--- src/rtl/cmt_pkg.sv ---
// Shared types and constants for the CMT FSK encoder.
// State enum, frame geometry and per-phase waveform tables.
package cmt_pkg;

  typedef enum logic [2:0] {
    IDLE,
    HDR,
    START,
    DATA,
    STOP
  } state_t;

  localparam int FRAME_BITS = 11;
  localparam int STOP_BITS  = 2;

  // Indexed by phase 0..3: '0' = 1,1,0,0 and '1' = 1,0,1,0
  localparam logic [3:0] WAVE_ZERO = 4'b0011;
  localparam logic [3:0] WAVE_ONE  = 4'b0101;

  function automatic logic wave_at(
    input logic       b,
    input logic [1:0] ph
  );
    return b ? WAVE_ONE[ph] : WAVE_ZERO[ph];
  endfunction

endpackage

--- src/rtl/cmt_bit_shaper.sv ---
// Quarter/phase timing and waveform lookup for one FSK bit stream.
// In: clk_sys, reset, start, bit_val, q_len. Out: wave, bit_done.
module cmt_bit_shaper
  import cmt_pkg::*;
(
  input  logic        clk_sys,
  input  logic        reset,
  input  logic        start,
  input  logic        bit_val,
  input  logic [12:0] q_len,
  output logic        wave,
  output logic        bit_done
);

  logic        active;
  logic [12:0] qcnt;
  logic [1:0]  phase;
  logic        q_end;

  assign q_end    = (qcnt == q_len - 13'd1);
  assign bit_done = active & q_end & (phase == 2'd3);

  // start is a level: while high the shaper runs, and
  // bit_val must already hold the bit for the next cycle.
  always_ff @(posedge clk_sys) begin
    if (reset || !start) begin
      active <= 1'b0;
      qcnt   <= '0;
      phase  <= '0;
      wave   <= 1'b0;
    end else if (!active) begin
      active <= 1'b1;
      qcnt   <= '0;
      phase  <= '0;
      wave   <= wave_at(bit_val, 2'd0);
    end else if (q_end) begin
      qcnt   <= '0;
      phase  <= phase + 2'd1;
      wave   <= wave_at(bit_val, phase + 2'd1);
    end else begin
      qcnt   <= qcnt + 13'd1;
      wave   <= wave_at(bit_val, phase);
    end
  end

endmodule

--- src/rtl/cmt_fsk_encoder.sv ---
// MSX cassette FSK encoder: bytes and leader tones to cmt_out.
// In: clk_sys, reset, motor, baud_sel, hdr_req/long, tx_data/valid. Out: tx_ready, busy, cmt_out.
module cmt_fsk_encoder
  import cmt_pkg::*;
#(
  parameter int QDIV      = 4474,
  parameter int LONG_HDR  = 8000,
  parameter int SHORT_HDR = 2000
) (
  input  logic       clk_sys,
  input  logic       reset,
  input  logic       motor,
  input  logic       baud_sel,
  input  logic       hdr_req,
  input  logic       hdr_long,
  input  logic [7:0] tx_data,
  input  logic       tx_valid,
  output logic       tx_ready,
  output logic       busy,
  output logic       cmt_out
);

  if (LONG_HDR > 16383 || SHORT_HDR > 16383 ||
      LONG_HDR < 1 || SHORT_HDR < 1) begin : g_bad_hdr
    $error("header length out of 14-bit counter range");
  end
  if (QDIV > 8191 || QDIV < 2) begin : g_bad_qdiv
    $error("QDIV out of 13-bit quarter counter range");
  end
  if (FRAME_BITS != 1 + 8 + STOP_BITS) begin : g_bad_frame
    $error("frame geometry inconsistent");
  end

  localparam logic [12:0] Q_SLOW  = 13'(QDIV);
  localparam logic [12:0] Q_FAST  = 13'(QDIV >> 1);
  localparam logic [13:0] N_LONG  = 14'(LONG_HDR);
  localparam logic [13:0] N_SHORT = 14'(SHORT_HDR);
  localparam logic [1:0]  STOP_LAST = 2'(STOP_BITS - 1);

  state_t      state;
  logic [7:0]  shreg;
  logic [2:0]  idx;
  logic [1:0]  stop_cnt;
  logic [13:0] hdr_cnt;
  logic [13:0] hdr_len;
  logic [12:0] q_len;
  logic        idle;
  logic        acc_hdr;
  logic        acc_tx;
  logic        last;
  logic        run;
  logic        bit_val;
  logic        bit_done;

  assign idle    = (state == IDLE);
  assign acc_hdr = idle & motor & hdr_req;
  assign acc_tx  = idle & motor & ~hdr_req & tx_valid;
  assign tx_ready = idle & motor & ~hdr_req & ~reset;

  assign last = bit_done &
    (((state == HDR) && (hdr_cnt == hdr_len - 14'd1)) ||
     ((state == STOP) && (stop_cnt == STOP_LAST)));

  // Shaper runs from the acceptance edge until the last bit ends.
  assign run = motor & (idle ? (acc_hdr | acc_tx) : ~last);

  // Bit for the coming cycle; at a bit boundary this is the next bit.
  always_comb begin
    bit_val = 1'b0;
    unique case (state)
      IDLE:  bit_val = acc_hdr;
      HDR:   bit_val = 1'b1;
      START: bit_val = bit_done ? shreg[0] : 1'b0;
      DATA: begin
        if (!bit_done)        bit_val = shreg[0];
        else if (idx == 3'd7) bit_val = 1'b1;
        else                  bit_val = shreg[1];
      end
      STOP:  bit_val = 1'b1;
      default: bit_val = 1'b0;
    endcase
  end

  always_ff @(posedge clk_sys) begin
    if (reset || !motor) begin
      state    <= IDLE;
      busy     <= 1'b0;
      shreg    <= '0;
      idx      <= '0;
      stop_cnt <= '0;
      hdr_cnt  <= '0;
      hdr_len  <= '0;
      q_len    <= '0;
    end else begin
      unique case (state)
        IDLE: begin
          if (acc_hdr) begin
            state   <= HDR;
            busy    <= 1'b1;
            hdr_cnt <= '0;
            hdr_len <= hdr_long ? N_LONG : N_SHORT;
            q_len   <= baud_sel ? Q_FAST : Q_SLOW;
          end else if (acc_tx) begin
            state    <= START;
            busy     <= 1'b1;
            shreg    <= tx_data;
            idx      <= '0;
            stop_cnt <= '0;
            q_len    <= baud_sel ? Q_FAST : Q_SLOW;
          end
        end
        HDR: begin
          if (last) begin
            state   <= IDLE;
            busy    <= 1'b0;
            hdr_cnt <= '0;
          end else if (bit_done && hdr_cnt != 14'h3FFF) begin
            hdr_cnt <= hdr_cnt + 14'd1;
          end
        end
        START: begin
          if (bit_done) state <= DATA;
        end
        DATA: begin
          if (bit_done) begin
            shreg <= {1'b0, shreg[7:1]};
            idx   <= idx + 3'd1;
            if (idx == 3'd7) state <= STOP;
          end
        end
        STOP: begin
          if (last) begin
            state    <= IDLE;
            busy     <= 1'b0;
            stop_cnt <= '0;
          end else if (bit_done) begin
            stop_cnt <= stop_cnt + 2'd1;
          end
        end
        default: begin
          state <= IDLE;
          busy  <= 1'b0;
        end
      endcase
    end
  end

  cmt_bit_shaper u_shaper (
    .clk_sys  (clk_sys),
    .reset    (reset),
    .start    (run),
    .bit_val  (bit_val),
    .q_len    (q_len),
    .wave     (cmt_out),
    .bit_done (bit_done)
  );

endmodule

--- config.mk ---
export PLATFORM = sky130hd
export DESIGN_NAME = cmt_fsk_encoder
export DESIGN_NICKNAME = d
export VERILOG_FILES = /design/src/rtl/cmt_pkg.sv /design/src/rtl/cmt_bit_shaper.sv /design/src/rtl/cmt_fsk_encoder.sv
export SDC_FILE = /design/constraint.sdc
export NUM_CORES = 1
export LEC_CHECK = 0
export CORE_ASPECT_RATIO = 2
export CORE_UTILIZATION = 60
export CTS_BUF_LIST = sky130_fd_sc_hd__clkbuf_16
export CTS_CLUSTER_DIAMETER = 120
export DETAILED_ROUTE_END_ITERATION = 8
export PLACE_DENSITY = 0.8
export SLEW_MARGIN = 10
export SYNTH_ARGS = -nofsm -noshare
export SYNTH_HDL_FRONTEND = slang
export SYNTH_SLANG_ARGS = --single-unit
--- constraint.sdc ---
create_clock -name clk_sys -period 4.3 [get_ports clk_sys]
set_input_delay 0.86 -clock clk_sys [delete_from_list [all_inputs] [get_ports clk_sys]]
set_output_delay 0.86 -clock clk_sys [all_outputs]
set_load 0.005 [all_outputs]
==> results.toml <==
[route]
route.layer.met1.wl_um = 2865
drtIter0Drc = 81
first_pass_iters = 4
met2_wirelength_um = 4632
top_signal_layer_used = "met4"
drcViolationCount = 0
postRouteAntennaNets = 0
met3RoutedLength_um = 206
wl_per_cell_um = 17.20
postRouteWirelength_um = 8203
avgViaCountPerCell = 6.356
via_count = 3032

[sta]
setup_viol = 0
max_slew_margin_pct = 38.25
rsz0062_at_grt = "false"
fin_tns_setup_ps = 0
finalHoldViolCount = 0
final_max_slew_viol_count = 0
finalWorstPathRequiredPeriod_ps = 4054
fin_crit_sh_pct = 94.27
worst_slew_pin_slew_ps = 902.8
timing.fmax_mhz = 246.7
clock_skew_ps = 5.643

[worst_setup_path]
crit_path_kind = "flip-flop to flip-flop"
timing.critical_path.from_type = "flip-flop"
end_kind = "flip-flop"
arrival_ps = 4260
critical_path_peak_fanout = 12
timing.critical_path.required_ps = 4510

[synthesis]
netlist.top_cell.by_area = "sky130_fd_sc_hd__dfxtp_1"
post-synth-top-area-fraction_pct = 32.04
synth.cells.most_frequent = "54 x sky130_fd_sc_hd__dfxtp_1, 34 x sky130_fd_sc_hd__nand2_1, 34 x sky130_fd_sc_hd__nor2_1, 26 x sky130_fd_sc_hd__nand3_1, 18 x sky130_fd_sc_hd__xnor2_1"
number_of_enable_type_register_cells_in_the_synthesized_netlist = 0
synth_area_per_cell_um2 = 8.373
ys_ff_latch = 54
syn-instance-count = 403
synth.yosys.warnings = 0
synthDistinctLibCells = 62
synth_nets = 433
portion_of_the_post_synthesis_area_used_by_sequential_elements_pct = 32.04
mappedNetlistArea_um2 = 3374
async_set_or_reset_register_ratio_after_synthesis_pct = 0
post-synth-top-count-cell = "sky130_fd_sc_hd__dfxtp_1"
post_synth_main_area_contributors = "sky130_fd_sc_hd__dfxtp_1 32%, sky130_fd_sc_hd__ha_1 5.6%, sky130_fd_sc_hd__xnor2_1 4.7%"
synth_ff_type = "sky130_fd_sc_hd__dfxtp_1"

[place]
portBuffers = 17
globalplace.congestion = 0.9329
dp_hpwl_um = 6264
placedCellCount = 469

[global_routing]
groute.usage.overall_pct = 30.74
vias_in_the_first_global_route = 2991
globalRoute.totalOverflow = 0
grt_pass1_wl_um = 13330
grt_start_max_net_pins = 36
grt_antenna_before_repair = 0

[cts]
cts.htree.levels = 2
clock_pin_slew_on_the_worst_setup_and_hold_paths_ps = 70
cts_hold_repair.buffers = 0
tritoncts = "yes"
insertion_delay_ps = 300
numClockSinks = 54
cts_buffer_depth = 2
cts-root-buf = "sky130_fd_sc_hd__clkbuf_16"
cts_made_buffers = 5
postCtsSetupRepairBufs = 0

[finish]
layout.cells.non_filler = 477
num_antenna_cells = 0
footprint_of_the_multi_input_gates_um2 = 2150
finalNetCount = 446
seq_area_um2 = 1081
layout-area-overhead-vs-synth_pct = 11.09
final.fill_count = 481
drive_gt1_share_pct = 9.113

[hold_path]
min_path_type = "flip-flop to flip-flop"

[pwr]
ir_drop_v = 0.0003941
p_leak_nw = 1.354
power_per_cell_area_nw_per_um2 = 286.3

[die]
design.die.area_um2 = 5946
dieHeight_um = 108.1
core_um2 = 5420
num_rows = 38
start_util_pct = 62.26
boundaryPins = 18
fp.dieW_um = 55.03

[run]
drv.max_cap_violation_count = 0

[run_status]
outcome = "complete, no violations"
==> path summary, 6_finish.rpt <==
check                                 from                  endpoint  slack [ps]  cells after the start
setup reg to reg     q_len[8]$_SDFFE_PP0P_   hdr_cnt[9]$_SDFFE_PP0P_         250                     11
hold / removal    stop_cnt[1]$_SDFFE_PP0P_  stop_cnt[1]$_SDFFE_PP0P_         470                      2
setup / recovery     q_len[8]$_SDFFE_PP0P_   hdr_cnt[9]$_SDFFE_PP0P_         250                     11
hold reg to reg   stop_cnt[1]$_SDFFE_PP0P_  stop_cnt[1]$_SDFFE_PP0P_         470                      2
==> registers in the layout, indices dropped and copies added (netlist names) <==
signal           flops
idx                  3
shreg                8
u_shaper.active      1
u_shaper.qcnt       13
u_shaper.phase       2
hdr_len              3
hdr_cnt             14
q_len                3
state                3
stop_cnt             2
u_shaper.wave        1
busy                 1
==> worst max-delay path, cell delays in order, from the launching register on <==
cell and delay (ps):
sky130_fd_sc_hd__dfxtp_1 540, sky130_fd_sc_hd__inv_1 110, sky130_fd_sc_hd__ha_2 270, sky130_fd_sc_hd__ha_1 250
sky130_fd_sc_hd__o21ai_0 90, sky130_fd_sc_hd__nand3_1 100, sky130_fd_sc_hd__xnor3_4 330, sky130_fd_sc_hd__or4b_1 650
sky130_fd_sc_hd__o21a_4 270, sky130_fd_sc_hd__or3_1 510, sky130_fd_sc_hd__or4_1 550, sky130_fd_sc_hd__a221oi_1 270
==> power breakdown <==
group / switching, mW / total (mW) / internal (mW)
combinational: 0.0878 / 0.157 / 0.0695
clock: 0.185 / 0.398 / 0.213
sequential: 0.0113 / 0.518 / 0.507
==> final cells by class <==
cell class                 instances  area share [%]
clock inverter                     3          0.4339
tap                               60           2.003
sequential                        54           28.84
clock buffer                       5           3.338
timing repair buffer              28           6.742
multi-input combinational        314           57.34
inverter                          13           1.302
==> logic make-up (layout without fill, tap and decap cells) <==
group | count (synthesis) | after routing | share of synthesized area, %
buffers and inverters | 35 | 49 | 4.523
XOR/XNOR | 37 | 37 | 10.64
flip-flops | 54 | 54 | 32.04
AO/OA/AOI/OAI | 85 | 85 | 18.73
AND/OR/NAND/NOR | 173 | 173 | 27.25
multiplexers | 4 | 4 | 1.261
adder cells (fa/ha/maj) | 15 | 15 | 5.562
==> per-stage QoR <==
step                utilization [%]  hold WS (ps)  cell area [um^2]  power (mW)  worst slack [ps]
floorplan                         -         447.6              3374      0.6343             507.0
global placement              66.39         458.5              3598      0.6789             345.1
detailed placement            66.39         462.9              3598      0.6832             168.2
CTS                           69.00         474.0              3740       1.075             161.8
global route                  69.16         495.7              3749       1.115             31.25
finish                        69.16         472.1              3749       1.073             246.2
==> per-layer routing <==
layer / track usage, % / vias up
met4: 21.96 / 0
met1: 27.67 / 1442
met2: 55.68 / 62
met5: 0 / -
li1: - / 1492
met3: 6.048 / 36
==> repair_timing <==
item	CTS	global route
hold endpoints to repair	0	0
gates resized for setup	0	2
setup endpoints to repair	0	3
==> placed cells by master, fill, tap and decap left out, types with 4 or more instances in the layout <==
cell type and n:
sky130_fd_sc_hd__nand2b_1 5, sky130_fd_sc_hd__clkdlybuf4s50_1 17, sky130_fd_sc_hd__nor3_1 12, sky130_fd_sc_hd__nor2_1 34, sky130_fd_sc_hd__o31ai_1 5, sky130_fd_sc_hd__nand2_1 34
sky130_fd_sc_hd__clkbuf_16 5, sky130_fd_sc_hd__a211oi_1 12, sky130_fd_sc_hd__and3_1 14, sky130_fd_sc_hd__inv_1 13, sky130_fd_sc_hd__xnor2_1 18, sky130_fd_sc_hd__nor2b_1 8
sky130_fd_sc_hd__xor2_1 17, sky130_fd_sc_hd__nor3b_1 4, sky130_fd_sc_hd__nand4_1 5, sky130_fd_sc_hd__buf_4 11, sky130_fd_sc_hd__o21ai_0 14, sky130_fd_sc_hd__dfxtp_1 54
sky130_fd_sc_hd__ha_1 14, sky130_fd_sc_hd__or4_1 7, sky130_fd_sc_hd__nor4_1 4, sky130_fd_sc_hd__a21oi_1 13, sky130_fd_sc_hd__nand3_1 26, sky130_fd_sc_hd__a311oi_1 8
Note: power is estimated with default switching activity, not from simulation.
